`src/rtl/nibble_serial_adder.sv`:
```
// nibble_serial_adder: serial adder processing one 4-bit carry-lookahead
// slice per clock. Operands are captured on acceptance, slices are added
// LSB first with the inter-slice carry held in a register, and the result
// is presented with a valid/ready handshake.
module nibble_serial_adder #(
    parameter int WIDTH = 16
) (
    input  logic             clk,
    input  logic             rst_n,
    input  logic             in_valid,
    output logic             in_ready,
    input  logic [WIDTH-1:0] a,
    input  logic [WIDTH-1:0] b,
    input  logic             cin,
    output logic             out_valid,
    input  logic             out_ready,
    output logic [WIDTH-1:0] sum,
    output logic             cout,
    output logic             ovf,
    output logic             busy
);

    localparam int NIB = WIDTH / 4;
    localparam int IW  = (NIB > 1) ? $clog2(NIB) : 1;
    localparam logic [IW-1:0] LAST = IW'(NIB - 1);

    typedef enum logic [1:0] {
        IDLE = 2'd0,
        RUN  = 2'd1,
        DONE = 2'd2
    } state_t;

    state_t           state;
    state_t           state_nx;

    logic [WIDTH-1:0] a_q;
    logic [WIDTH-1:0] b_q;
    logic [WIDTH-1:0] sum_q;
    logic [IW-1:0]    idx;
    logic             carry;
    logic             cout_q;
    logic             ovf_q;
    logic             live;
    logic             accept;
    logic             last;

    // Current slice operands and carry-lookahead terms
    logic [3:0]       sa;
    logic [3:0]       sb;
    logic [3:0]       sg;
    logic [3:0]       sp;
    logic [3:0]       ss;
    logic [4:0]       sc;

    assign in_ready  = (state == IDLE) && live;
    assign out_valid = (state == DONE);
    assign busy      = (state != IDLE);
    assign accept    = in_ready && in_valid;
    assign last      = (idx == LAST);
    assign sum       = sum_q;
    assign cout      = cout_q;
    assign ovf       = ovf_q;

    // Holds in_ready low until the first edge after reset release
    always_ff @(posedge clk or negedge rst_n) begin
        if (!rst_n) begin
            live <= 1'b0;
        end else begin
            live <= 1'b1;
        end
    end

    // FSM state register
    always_ff @(posedge clk or negedge rst_n) begin
        if (!rst_n) begin
            state <= IDLE;
        end else begin
            state <= state_nx;
        end
    end

    // FSM next-state logic
    always_comb begin
        state_nx = state;
        case (state)
            IDLE: if (accept)    state_nx = RUN;
            RUN:  if (last)      state_nx = DONE;
            DONE: if (out_ready) state_nx = IDLE;
            default:             state_nx = IDLE;
        endcase
    end

    // Select nibble idx of the captured operands
    always_comb begin
        sa = '0;
        sb = '0;
        for (int unsigned i = 0; i < NIB; i++) begin
            if (idx == IW'(i)) begin
                sa = a_q[4*i +: 4];
                sb = b_q[4*i +: 4];
            end
        end
    end

    // 4-bit carry-lookahead slice; every carry is expanded from G, P and the
    // registered slice carry-in so no carry ripples within the slice
    always_comb begin
        sg    = sa & sb;
        sp    = sa ^ sb;
        sc[0] = carry;
        sc[1] = sg[0] | (sp[0] & carry);
        sc[2] = sg[1] | (sp[1] & sg[0]) | (sp[1] & sp[0] & carry);
        sc[3] = sg[2] | (sp[2] & sg[1]) | (sp[2] & sp[1] & sg[0])
              | (sp[2] & sp[1] & sp[0] & carry);
        sc[4] = sg[3] | (sp[3] & sg[2]) | (sp[3] & sp[2] & sg[1])
              | (sp[3] & sp[2] & sp[1] & sg[0])
              | (sp[3] & sp[2] & sp[1] & sp[0] & carry);
        ss    = sp ^ sc[3:0];
    end

    // Operand capture, per-slice sum write-back and final flag registration
    always_ff @(posedge clk or negedge rst_n) begin
        if (!rst_n) begin
            a_q    <= '0;
            b_q    <= '0;
            sum_q  <= '0;
            idx    <= '0;
            carry  <= 1'b0;
            cout_q <= 1'b0;
            ovf_q  <= 1'b0;
        end else begin
            case (state)
                IDLE: begin
                    if (accept) begin
                        a_q   <= a;
                        b_q   <= b;
                        carry <= cin;
                        idx   <= '0;
                        sum_q <= '0;
                    end
                end
                RUN: begin
                    for (int unsigned i = 0; i < NIB; i++) begin
                        if (idx == IW'(i)) begin
                            sum_q[4*i +: 4] <= ss;
                        end
                    end
                    carry <= sc[4];
                    idx   <= last ? '0 : idx + IW'(1);
                    if (last) begin
                        cout_q <= sc[4];
                        ovf_q  <= sc[3] ^ sc[4];
                    end
                end
                default: ;
            endcase
        end
    end

endmodule
```
`config.mk`:
```
export PLATFORM = sky130hd
export DESIGN_NAME = nibble_serial_adder
export DESIGN_NICKNAME = d
export VERILOG_FILES = /design/src/rtl/nibble_serial_adder.sv
export SDC_FILE = /design/constraint.sdc
export NUM_CORES = 1
export LEC_CHECK = 0
export ABC_CLOCK_PERIOD_IN_PS = 3180
export BUFFER_PORTS_ARGS = -buffer_cell sky130_fd_sc_hd__buf_2
export CELL_PAD_IN_SITES_DETAIL_PLACEMENT = 1
export CELL_PAD_IN_SITES_GLOBAL_PLACEMENT = 1
export CORE_MARGIN = 2
export CORE_UTILIZATION = 41
export CTS_CLUSTER_DIAMETER = 80
export DETAILED_ROUTE_END_ITERATION = 10
export GPL_TIMING_DRIVEN = 0
export PLACE_DENSITY = 0.76
export SKIP_LAST_GASP = 1
export SYNTH_ARGS = -nofsm -noshare
export SYNTH_HDL_FRONTEND = slang
export SYNTH_SLANG_ARGS = --single-unit
```
`constraint.sdc`:
```
create_clock -name clk -period 3.18 [get_ports clk]
set_input_delay 0.636 -clock clk [delete_from_list [all_inputs] [get_ports clk]]
set_output_delay 0.636 -clock clk [all_outputs]
set_load 0.01 [all_outputs]
```
**Yosys cells after proc, flatten, opt, wreduce, memory -nomap -nowiden**

Cells that the tools add are included.
Widths: inputs -> output; s select.

- Bitwise gates (word level): 30
- Equality and inequality tests: 11
- Reduce and logical (&&, ||, !) cells: 14
- Multiplexer cells: 23
- Add/subtract/negate cells: 1

Operators with widths:

| kind | number |
|---|---|
| $mux 4 | 12 |
| $pmux 16 s2 | 1 |
| $and 1x1->1 | 16 |
| $mux 16 | 1 |
| $reduce_and 3->1 | 5 |
| $mux 2 | 5 |
| $ne 2x2->1 const B | 5 |
| $or 1x1->1 | 10 |
| $xor 4x4->4 | 2 |
| $eq 2x2->1 const B | 3 |
| $pmux 2 s3 | 1 |
| $reduce_and 2->1 | 3 |
| $and 4x4->4 | 1 |
| $eq 2x1->1 const B | 2 |
| $logic_not 2->1 | 2 |
| $pmux 2 s2 | 1 |
| $reduce_bool 2->1 | 2 |
| $add 2x1->2 const B | 1 |
| $logic_and 1x1->1 | 2 |
| $ne 2x1->1 const B | 1 |
| $pmux 1 s2 | 1 |
| $mux 1 | 1 |
| $xor 1x1->1 | 1 |

- Logic and storage cells: 91
- Flip-flop bits (word level): 56

**Longest topological paths before layout**

- Word-level depth: 13
- Gate-level depth with buffers: 12

**Least setup slack after synthesis**

No wires, ideal clock.

- Path type: reg-to-reg
- Start: register idx[0]
- End: register ovf_q, in the netlist ovf
- Setup time: 129 ps
- Cell stages (with the launch flop): 13
- Required time: 3,051 ps
- Path slack: 662 ps
- Data arrival time: 2,389 ps
- Clock period less this slack: 2,518 ps
- Buffers on the path: 2
- Path through: dfrtp_1 > inv_1 > ha_1 > clkbuf_1 > clkbuf_1 > a21oi_1 > a21oi_1 > o21ai_0 > ha_1 > a21o_1 > a221oi_2 > xor2_1 > o21ai_0

- Longest elaborated chain between the ends: 12
- Elaborated cells on any way between the ends: 35
- Classes of those cells: eq/ne: 3; mux: 8; bitwise: 22; reduce/logical: 2

Ends and longest elaborated chain:

| what | RTL line | RTL |
|---|---|---|
| from (decl) | 39 | `logic [IW-1:0] idx;` |
| from (signal assigned) | 149 | `idx <= last ? '0 : idx + IW'(1);` |
| $logic_not 2->1 | 98 | `if (idx == IW'(i)) begin` |
| $mux 4 (4 in a row) | 98 |  |
| $xor 4x4->4 or $and 4x4->4 (tied branches) | 109, 108 |  |
| $and 1x1->1, on equally long branches | 115, 116, 117 |  |
| $or 1x1->1, or another cell as far along (2 in a row) | 115 | `sc[4] = sg[3] \| (sp[3] & sg[2]) \| (sp[3] & sp[2] & sg[1])` |
| $or 1x1->1 or $and 1x1->1 (tied branches) | 116, 117 |  |
| $or 1x1->1 | 117 | `\| (sp[3] & sp[2] & sp[1] & sp[0] & carry);` |
| $xor 1x1->1 | 152 | `ovf_q <= sc[3] ^ sc[4];` |
| to (signal assigned) | 152 |  |
| to (decl) | 42 | `logic ovf_q;` |

Parallel ways exist; a longest one is shown, timed or not.
A chain may end at the register's enable or synchronous reset.

**Final worst setup path**

- Start: register idx[1]
- End: register ovf_q, in the netlist ovf

The elaborated chain is that of the path after synthesis.

==> out/qor.csv <==
stage,metric,value,unit
global_routing,first-pass GRT wire length,11800,µm
yosys,most common cell in the netlist,nand2_1,
critical_path,FF-to-FF End,ovf$_DFFE_PN0P_,
pwr,maximum vdd drop,0.000427,V
finish,nets,417,
clock_network,CTS tree,built,
sta,Worst Tran Pin Value,0.710,ns
sta,count of final max-slew check failures,0,
floorplanning,Die H,86.1,µm
critical_path,WP buf/inv,2,
clock_network,CTS H-tree depth,2,
clock_network,Clock transition at path regs,0.10,ns
finish,layout cells sized above 1,24.5,%
clock_network,Num Clock Sinks,56,
route,routed wire length,6840,µm
finish,Finished Layout Cells,448,
pwr,Pleak,1.75,nW
floorplanning,initial core utilization,43.0,%
clock_network,Worst-Skew Late Latency,0.30,ns
clock_network,Post CTS Setup Buffer Count,0,
route,WL/cell,15.3,µm
critical_path,Crit path depth,12,
sta,crit path time final,2.93,ns
route,router iterations before antenna repair,4,
finish,Synth-to-Final Area Change,18.2,%
critical_path,ordered list of cells on the worst path,"inv_1, ha_2, clkbuf_4, nand2_1, a21oi_1, a21oi_1, o21ai_0, ha_1, and3_1, a221oi_2, xor2_1, o21ai_0",
place,final RePlAce weighted congestion,0.801,
floorplanning,Core ar.,0.00642,mm²
floorplanning,IO Count,58,
global_routing,initial antenna violation count,0,
critical_path,critical path's slowest cell,dfrtp_1,
critical_path,reg2reg start,idx[1]$_DFFE_PN0P_,
yosys,syn_area_per_cell,8.99,µm²
yosys,Yosys top cell by area,dfrtp_1,
sta,RSZ-0062 raised after global routing,no,
yosys,Mapped Area,0.00276,mm²
floorplanning,Die ar.,0.00740,mm²
yosys,Synth Register Bits,56,
global_routing,largest net degree at the start of global routing,57,
place,number of cells after detailed placement,441,
yosys,fraction of the yosys area taken by sequential cells,50.8,%
sta,clock skew,0.00309,ns
yosys,synth top area cells,"dfrtp_1 (51%), nand2_1 (17%), ha_1 (4.1%)",
route,post-route ant nets,0,
place,port bufs,57,
global_routing,total track usage,20.3,%
finish,final antenna diode count,0,
clock_network,CTS max path bufs,2,
worst_hold_path,class of the worst hold path,in -> async,
yosys,async set or reset register ratio after synthesis,100,%
clock_network,Root Driver,clkbuf_8,
yosys,Synth Net Count,354,
sta,final hold vios,0,
critical_path,crit end category,register,
global_routing,vias in the first global route,2464,
critical_path,Top delay family on crit path,compound AO/OA/AOI/OAI gates,
yosys,"EDFF count, synth",0,
critical_path,CP max stage delay,0.41,ns
finish,final core occ,50.8,%
critical_path,CP max FO,10,
clock_network,post_cts resized,1,
sta,fmax,342,MHz
critical_path,Critical Path RT,3.36,ns
route,DRC viols,0,
job,MaxCap Viol Count,0,
yosys,Gate Count Post-Synth,307,
sta,Worst Hold Margin,0.372,ns
critical_path,type of origin of the critical path,register,
critical_path,R2R depth,12,
yosys,Yosys Warn Count,0,
critical_path,CP arrival,3.11,ns
sta,Final period util,92.0,%
status,status,completed,
critical_path,FF-to-FF setup slack,0.25,ns
yosys,post-synth cell types,37,
yosys,Post-synth top cells,"nand2_1 (123), dfrtp_1 (56), a21oi_1 (17)",
route,number of DRC markers in iteration 0,87,
route,Vias/cell,5.05,
sta,Finish-stage setup viols,0,
yosys,Most used DFF post-synth,dfrtp_1,
global_routing,Overflow after GRT,0,
critical_path,Crit Path Class,reg -> reg,
floorplanning,row cnt,29,
place,dpl hpwl,5110,µm
sta,max_slew headroom,52.7,%
clock_network,Inserted Clock Buffers,5,
clock_network,hold buffer count at CTS,0,
floorplanning,Die X,86.1,µm
yosys,area share of the largest cell type after synthesis,50.8,%
route,total number of vias,2262,
pwr,Power per Cell Area,1060,mW/mm²
## metrics by stage
step | worst slack, ns | setup TNS, ns | area, µm² | power, W
after floorplan | 0.662 | 0 | 2760 | 0.00247
after global placement | 0.0751 | 0 | 3140 | 0.00293
after detailed placement | -0.0119 | -0.0119 | 3140 | 0.00301
after CTS | 0.0578 | 0 | 3250 | 0.00348
after global routing | 0.0220 | 0 | 3260 | 0.00381
final | 0.254 | 0 | 3260 | 0.00347
## metal layers
layer  part of all wire, %  up-vias  global-route usage (%)
met1                    44     1083                    26.4
met5                     0        -                       0
met3                   4.2        6                    3.46
met4                  0.70        0                    3.75
li1                      -     1123                       -
met2                    51       50                    35.9
## sequential cells by signal, summed over array words and instances (netlist names)
name   count
cout       1
carry      1
a_q       16
b_q       16
live       1
sum       16
ovf        1
state      2
idx        2
## placed cells by master (no fill, tap or decap), types with 2 or more instances in the layout
cell type / instances
a21o_1: 6
a21oi_1: 17
a21oi_2: 2
a221oi_1: 2
buf_2: 64
buf_4: 2
buf_6: 2
clkbuf_1: 3
clkbuf_8: 5
dfrtp_1: 56
ha_1: 8
inv_1: 10
mux2_2: 6
nand2_1: 123
nand2b_1: 2
nand3_1: 2
nand3b_1: 6
nor2_1: 5
nor2b_1: 5
nor3_1: 2
o21ai_0: 15
o22ai_1: 4
o31ai_1: 2
xor2_1: 2
## final cells by class
type | instances | area (µm²)
clock inverters | 2 | 35.0
well taps | 77 | 96.3
inverters | 10 | 37.5
repair buffers | 57 | 288
multi-input cells | 225 | 1240
fillers | 804 | 3160
clock buffers | 6 | 72.6
plain buffers | 15 | 90.1
flip-flops and latches | 56 | 1400
## how the worst max path moves through the flow
| stage | start | to | slack, ns |
|---|---|---|---|
| final | idx[1]$_DFFE_PN0P_ | ovf$_DFFE_PN0P_ | 0.25 |
| after global routing | idx[0]$_DFFE_PN0P_ | sum[15]$_DFFE_PN0P_ | 0.02 |
| after CTS | idx[1]$_DFFE_PN0P_ | sum[15]$_DFFE_PN0P_ | 0.06 |
| after detailed placement | idx[0]$_DFFE_PN0P_ | sum[15]$_DFFE_PN0P_ | -0.01 |
| after global placement | idx[0]$_DFFE_PN0P_ | ovf$_DFFE_PN0P_ | 0.08 |
| after floorplan | idx[0]$_DFFE_PN0P_ | ovf$_DFFE_PN0P_ | 0.66 |
## where the power goes
part | switching (W) | internal [W]
registers | 0.000174 | 0.00101
clock network | 0.000224 | 0.000234
logic | 0.00108 | 0.000758
## cells by family (layout without fill, tap and decap cells)
logic type / after synthesis / count (layout) / share of synthesized area (%)
AND/OR/NAND/NOR: 149 / 149 / 23.0
flip-flops: 56 / 56 / 50.8
AO/OA/AOI/OAI: 54 / 54 / 12.4
buffers and inverters: 26 / 90 / 4.62
adder cells (fa/ha/maj): 10 / 10 / 4.81
multiplexers: 7 / 7 / 2.99
XOR/XNOR: 4 / 4 / 1.27
other: 1 / 1 / 0.136
No activity file was read; power rests on OpenSTA's default activity.
